===== src/rtl/jedro_1_regfile_sb.sv =====
// Integer register file with write-to-read bypass, per-register busy scoreboard
// for pending writebacks, and a fixed-depth dest/wb delay line.
module jedro_1_regfile_sb #(
  parameter int unsigned DATA_WIDTH     = 32,
  parameter int unsigned NUM_REGS       = 32,
  parameter int unsigned REG_ADDR_WIDTH = $clog2(NUM_REGS),
  parameter int unsigned BYPASS         = 1,
  parameter int unsigned WB_STAGES      = 1
) (
  input  logic                      clk_i,
  input  logic                      rstn_i,
  input  logic [REG_ADDR_WIDTH-1:0] rpa_addr_i,
  input  logic [REG_ADDR_WIDTH-1:0] rpb_addr_i,
  input  logic                      rpa_en_i,
  input  logic                      rpb_en_i,
  output logic [DATA_WIDTH-1:0]     rpa_data_o,
  output logic [DATA_WIDTH-1:0]     rpb_data_o,
  output logic                      rpa_busy_o,
  output logic                      rpb_busy_o,
  output logic                      hazard_o,
  input  logic [REG_ADDR_WIDTH-1:0] wpc_addr_i,
  input  logic [DATA_WIDTH-1:0]     wpc_data_i,
  input  logic                      wpc_we_i,
  input  logic [REG_ADDR_WIDTH-1:0] iss_addr_i,
  input  logic                      iss_valid_i,
  output logic                      waw_o,
  output logic [REG_ADDR_WIDTH:0]   pend_cnt_o,
  input  logic [REG_ADDR_WIDTH-1:0] reg_alu_dest_i,
  input  logic                      reg_alu_wb_i,
  output logic [REG_ADDR_WIDTH-1:0] reg_alu_dest_o,
  output logic                      reg_alu_wb_o
);

  logic [DATA_WIDTH-1:0]     regs_q [NUM_REGS];
  logic [NUM_REGS-1:0]       busy_q, busy_d;
  logic [NUM_REGS-1:0]       clr, set;
  logic [REG_ADDR_WIDTH-1:0] dest_q [WB_STAGES];
  logic [WB_STAGES-1:0]      wb_q;

  // Storage; entry 0 is never written so it reads back as zero.
  always_ff @(posedge clk_i or negedge rstn_i) begin
    if (!rstn_i) begin
      for (int i = 0; i < NUM_REGS; i++) regs_q[i] <= '0;
    end else if (wpc_we_i && (wpc_addr_i != '0)) begin
      regs_q[wpc_addr_i] <= wpc_data_i;
    end
  end

  function automatic logic [DATA_WIDTH-1:0] read_port(input logic [REG_ADDR_WIDTH-1:0] addr);
    if (addr == '0) return '0;
    if ((BYPASS != 0) && wpc_we_i && (wpc_addr_i == addr)) return wpc_data_i;
    return regs_q[addr];
  endfunction

  function automatic logic busy_port(input logic [REG_ADDR_WIDTH-1:0] addr);
    logic wr_hit;
    wr_hit = wpc_we_i && (wpc_addr_i == addr);
    if (BYPASS != 0) return busy_q[addr] & ~wr_hit;
    // Without forwarding the operand only becomes valid after the write lands.
    return busy_q[addr] | (wr_hit && (addr != '0));
  endfunction

  always_comb begin
    rpa_data_o = read_port(rpa_addr_i);
    rpb_data_o = read_port(rpb_addr_i);
    rpa_busy_o = busy_port(rpa_addr_i);
    rpb_busy_o = busy_port(rpb_addr_i);
    hazard_o   = (rpa_en_i & rpa_busy_o) | (rpb_en_i & rpb_busy_o);
    waw_o      = iss_valid_i & busy_q[iss_addr_i] & (iss_addr_i != '0);
  end

  // Set after clear so a same-cycle issue keeps the register pending.
  always_comb begin
    clr = '0;
    set = '0;
    if (wpc_we_i)    clr[wpc_addr_i] = 1'b1;
    if (iss_valid_i) set[iss_addr_i] = 1'b1;
    busy_d    = (busy_q & ~clr) | set;
    busy_d[0] = 1'b0;
  end

  always_ff @(posedge clk_i or negedge rstn_i) begin
    if (!rstn_i) busy_q <= '0;
    else         busy_q <= busy_d;
  end

  always_comb begin
    pend_cnt_o = '0;
    for (int i = 0; i < NUM_REGS; i++) begin
      pend_cnt_o = pend_cnt_o + (REG_ADDR_WIDTH + 1)'(busy_q[i]);
    end
  end

  always_ff @(posedge clk_i or negedge rstn_i) begin
    if (!rstn_i) begin
      for (int i = 0; i < WB_STAGES; i++) dest_q[i] <= '0;
      wb_q <= '0;
    end else begin
      dest_q[0] <= reg_alu_dest_i;
      wb_q[0]   <= reg_alu_wb_i;
      for (int i = 1; i < WB_STAGES; i++) begin
        dest_q[i] <= dest_q[i-1];
        wb_q[i]   <= wb_q[i-1];
      end
    end
  end

  assign reg_alu_dest_o = dest_q[WB_STAGES-1];
  assign reg_alu_wb_o   = wb_q[WB_STAGES-1];

endmodule


===== config.mk =====
export PLATFORM = sky130hd
export DESIGN_NAME = jedro_1_regfile_sb
export DESIGN_NICKNAME = d
export VERILOG_FILES = /design/src/rtl/jedro_1_regfile_sb.sv
export SDC_FILE = /design/constraint.sdc
export NUM_CORES = 2
export LEC_CHECK = 0
export BUFFER_PORTS_ARGS = -buffer_cell sky130_fd_sc_hd__buf_2
export CAP_MARGIN = 20
export CORE_ASPECT_RATIO = 0.6
export CORE_MARGIN = 10
export CORE_UTILIZATION = 45
export DETAILED_ROUTE_END_ITERATION = 16
export PLACE_DENSITY = 0.6
export SLEW_MARGIN = 20
export SYNTH_ARGS = -nofsm -noshare
export SYNTH_HDL_FRONTEND = slang
export SYNTH_SLANG_ARGS = --single-unit

===== constraint.sdc =====
create_clock -name clk_i -period 5.8 [get_ports clk_i]
set_input_delay 1.16 -clock clk_i [delete_from_list [all_inputs] [get_ports clk_i]]
set_output_delay 1.16 -clock clk_i [all_outputs]
set_load 0.05 [all_outputs]

==> impl_metrics.yaml <==
floorplan:
  core.rowCount: 101
  die_w_um: 480
  die_h_um: 296
  initial_core_util: 0.453
  core_area_um2: 126000
  dieArea_um2: 142000
  io-pin-count: 144
grt:
  grt-ovfl-total: 0
  antenna_found_initial: 22
  grt_start_max_net_pins: 163
  grt_pass1_wl_mm: 294
  grt_pass1_vias: 38200
  grt_use_total: 0.286
power:
  power.internal_uw: 18400
  power_frac_clock: 0.247
  ir_drop_mv: 3.62
  powerDensity_nw_per_um2: 448
  power.leakage_uw: 0.0281
  combPwrFrac: 0.413
  switchingPower_uw: 10600
  swShare: 0.365
  seq_power_share: 0.340
sta:
  relSlewSlack: 0.191
  period_needed_ns: 6.84
  timing.final.crit_share: 1.18
  rsz0062_at_grt: "true"
  worst_pin_slew_ns: 1.21
  max_freq_mhz: 146
  hold_viol: 0
  fin_ws_ns: -1.04
  finalSetupViolCount: 6
  final-max-slew-violation-count: 0
  finalClockSkew_ns: 0
logic_synthesis:
  syn_area_um2: 57300
  async_flop_share: 1.00
  synth-edff-count: 0
  syn_inst: 3914
  yosysSeqAreaShare: 0.464
  yosysWarnings: 0
  synth_seq_cells: 1061
  syn_area_per_cell_um2: 14.6
  synth_nets: 4008
  yosysUniqueCellTypes: 56
  synthFlopType: "dfrtp_1"
detailed_routing:
  drtIter0Drc: 4419
  drtPass1Iterations: 6
  drc: 0
  ant_nets: 0
  wire_per_inst_um: 35.9
  wl_mm: 206
  avgViaCountPerCell: 6.74
  via_count: 38600
run_status:
  violations: "setup timing"
  status: "complete, but fails checks"
critical_path:
  crit_top_cell: "fa_1"
  cp-start-kind: "flop"
  critPathKind: "flop to output pin"
  slowest_stage: "fa_1"
  cp_top_family: "adder cells"
  crit_chain: "inv_2, fa_1, fa_1, inv_1, fa_1, inv_2, fa_1, fa_1, fa_1, inv_1, fa_2, fa_2, a21o_1, a21oi_4, xnor2_4, buf_6"
  arrival_ns: 5.68
  cp.required_ns: 4.64
  crit_path_max_incr_delay_ns: 0.53
  end_kind: "output pin"
  cp_num_buf_inv: 5
  crit_fanout: 2
cells_and_area:
  num-nets-final: 4032
  fillCellCount: 10700
  areaGrowthSynthToFinish_pct: 12.9
  multi_input_area_um2: 28800
  regArea_um2: 26600
  utilization: 0.511
  drive_gt1_frac: 0.506
clocking:
  cts_buffers: 103
  cts_buffer_depth: 3
  clock-sinks: 1061
  clk_pin_slew_worst_paths_ns: 0.06
  htreeDepth: 3
  hold_buffers: 0
  clock_latency_ns: 0.71
  cts_root_buffer: "clkbuf_16"
  cts_tree: "built"
placement:
  place.gp.congestion: 0.858
  place_ws_ns: -0.373
  hpwl_mm: 125
  port_buffers: 143
worst_hold_path:
  worstHoldPathType: "flop to flop"
flow_run:
  maxCapViolCount: 0
-- registers in the layout, summed over array words and instances (netlist names) --
name	count
reg_alu_wb_o	1
busy_q	31
regs_q	1024
reg_alu_dest_o	5
-- worst register-to-register path: stages (launching register included) --
cell	delay [ns]
dfrtp_1	0.40
buf_4	0.17
a22o_1	0.26
-- repair_timing --
item	CTS	global route
pin swaps	4	2
endpoints found under the setup margin	6	6
resized for setup	14	2
endpoints found under the hold margin	0	0
buffers inserted	2	2
-- final timing paths --
path	from	end	slack [ns]	depth (start not counted)
setup / recovery	busy_q[26]	pend_cnt_o[4]	-1.04	16
setup reg to reg	busy_q[18]	busy_q[18]	4.82	2
hold / removal	regs_q[1023]	regs_q[1023]	0.40	0
hold reg to reg	regs_q[1023]	regs_q[1023]	0.40	0
max in group asynchronous	rstn_i	regs_q[955]	3.82	2
min in group asynchronous	rstn_i	regs_q[456]	0.50	1
-- power by group through the flow --
stage	registers, µW	clock network [µW]	logic, µW
CTS	9780	7280	11900
global route	10000	7550	12700
finish	9840	7170	12000
detailed placement	9910	0	10200
floorplan	9580	0	7340
global placement	9860	0	10100
-- stage by stage --
stage,cells,cell area [µm²],power (µW),hold WS (ns),setup TNS [ns]
final,5726,64600,29000,0.395,-4.57
after floorplan,3914,57300,16900,0.441,-0.184
after CTS,5716,64600,29000,0.397,-4.49
after detailed placement,5528,61000,20100,0.383,-0.653
after global routing,5718,64600,30300,0.407,-5.33
after global placement,5524,60900,19900,0.378,-0.521
-- layout make-up --
type	instances	area share
Multi-Input combinational cell	2362	0.446
Sequential cell	1061	0.411
Timing Repair Buffer	358	0.0522
Clock buffer	153	0.0484
Tap cell	1699	0.0329
Clock inverter	33	0.00604
Inverter	52	0.00302
Antenna cell	8	0.000310
-- kinds of logic after synthesis --
family,count (synthesis),share of synthesized area
muxes,1604,0.408
DFF,1061,0.464
buffers and inverters,491,0.0387
AOI/OAI and AO/OA,423,0.0526
and+or+nand+nor,292,0.0250
adders and majority gates,30,0.00957
xor gates and xnor gates,13,0.00199
-- cells in the final DEF (no fill, tap or decap), types with 9 or more instances in the layout --
| master | instances |
|---|---|
| a21oi_1 | 37 |
| a221o_1 | 31 |
| a221oi_1 | 13 |
| a22o_1 | 18 |
| a22oi_1 | 141 |
| buf_12 | 66 |
| buf_2 | 106 |
| buf_4 | 171 |
| clkbuf_1 | 18 |
| clkbuf_16 | 107 |
| clkbuf_8 | 28 |
| clkinv_2 | 17 |
| dfrtp_1 | 1061 |
| fa_1 | 21 |
| inv_1 | 46 |
| mux2_1 | 86 |
| mux2_2 | 961 |
| mux2i_1 | 76 |
| mux4_2 | 481 |
| nand2_1 | 55 |
| nand2_4 | 15 |
| nand3b_1 | 9 |
| nor2_1 | 73 |
| nor2_4 | 18 |
| nor3_1 | 47 |
| nor4_1 | 15 |
| o211ai_1 | 22 |
| o21ai_0 | 11 |
| o21ai_1 | 14 |
| o221ai_1 | 9 |
| o22ai_1 | 104 |
-- cell usage after synthesis, types with 4 or more instances --
library cell | n | area (µm²)
o22ai_1 | 104 | 651
mux2_1 | 86 | 968
nor2b_1 | 12 | 75.1
nand3b_1 | 9 | 67.6
fa_1 | 23 | 460
o221ai_1 | 9 | 78.8
nor2_1 | 93 | 349
mux2i_1 | 76 | 761
o211ai_1 | 22 | 165
nor4_1 | 15 | 93.8
a22o_1 | 18 | 158
nand2_1 | 70 | 263
and3b_1 | 4 | 35.0
mux2_2 | 961 | 10800
clkbuf_1 | 256 | 961
buf_4 | 20 | 150
inv_1 | 49 | 184
a21oi_1 | 39 | 195
a22oi_1 | 141 | 1060
a221oi_1 | 13 | 114
and3_1 | 5 | 31.3
xor2_1 | 9 | 78.8
xnor2_1 | 4 | 35.0
nor3b_1 | 9 | 67.6
ha_1 | 7 | 87.6
o21ai_1 | 14 | 70.1
buf_6 | 23 | 259
a221o_1 | 31 | 310
nor3_1 | 48 | 240
buf_2 | 98 | 490
buf_1 | 41 | 154
a211oi_1 | 6 | 45.0
a31oi_1 | 7 | 43.8
o21ai_0 | 11 | 55.1
dfrtp_1 | 1061 | 26600
mux4_2 | 481 | 10800
nand3_1 | 6 | 30.0
-- routing by layer --
metal | share of wire | wire, µm | up-vias | track usage
li1 | - | - | 15200 | -
met1 | 0.44 | 89900 | 20900 | 0.419
met2 | 0.42 | 87100 | 2061 | 0.407
met3 | 0.11 | 22000 | 395 | 0.0860
met4 | 0.031 | 6360 | 22 | 0.0845
met5 | 0.00066 | 136 | - | 0
Power figures use the tool's default switching activity.
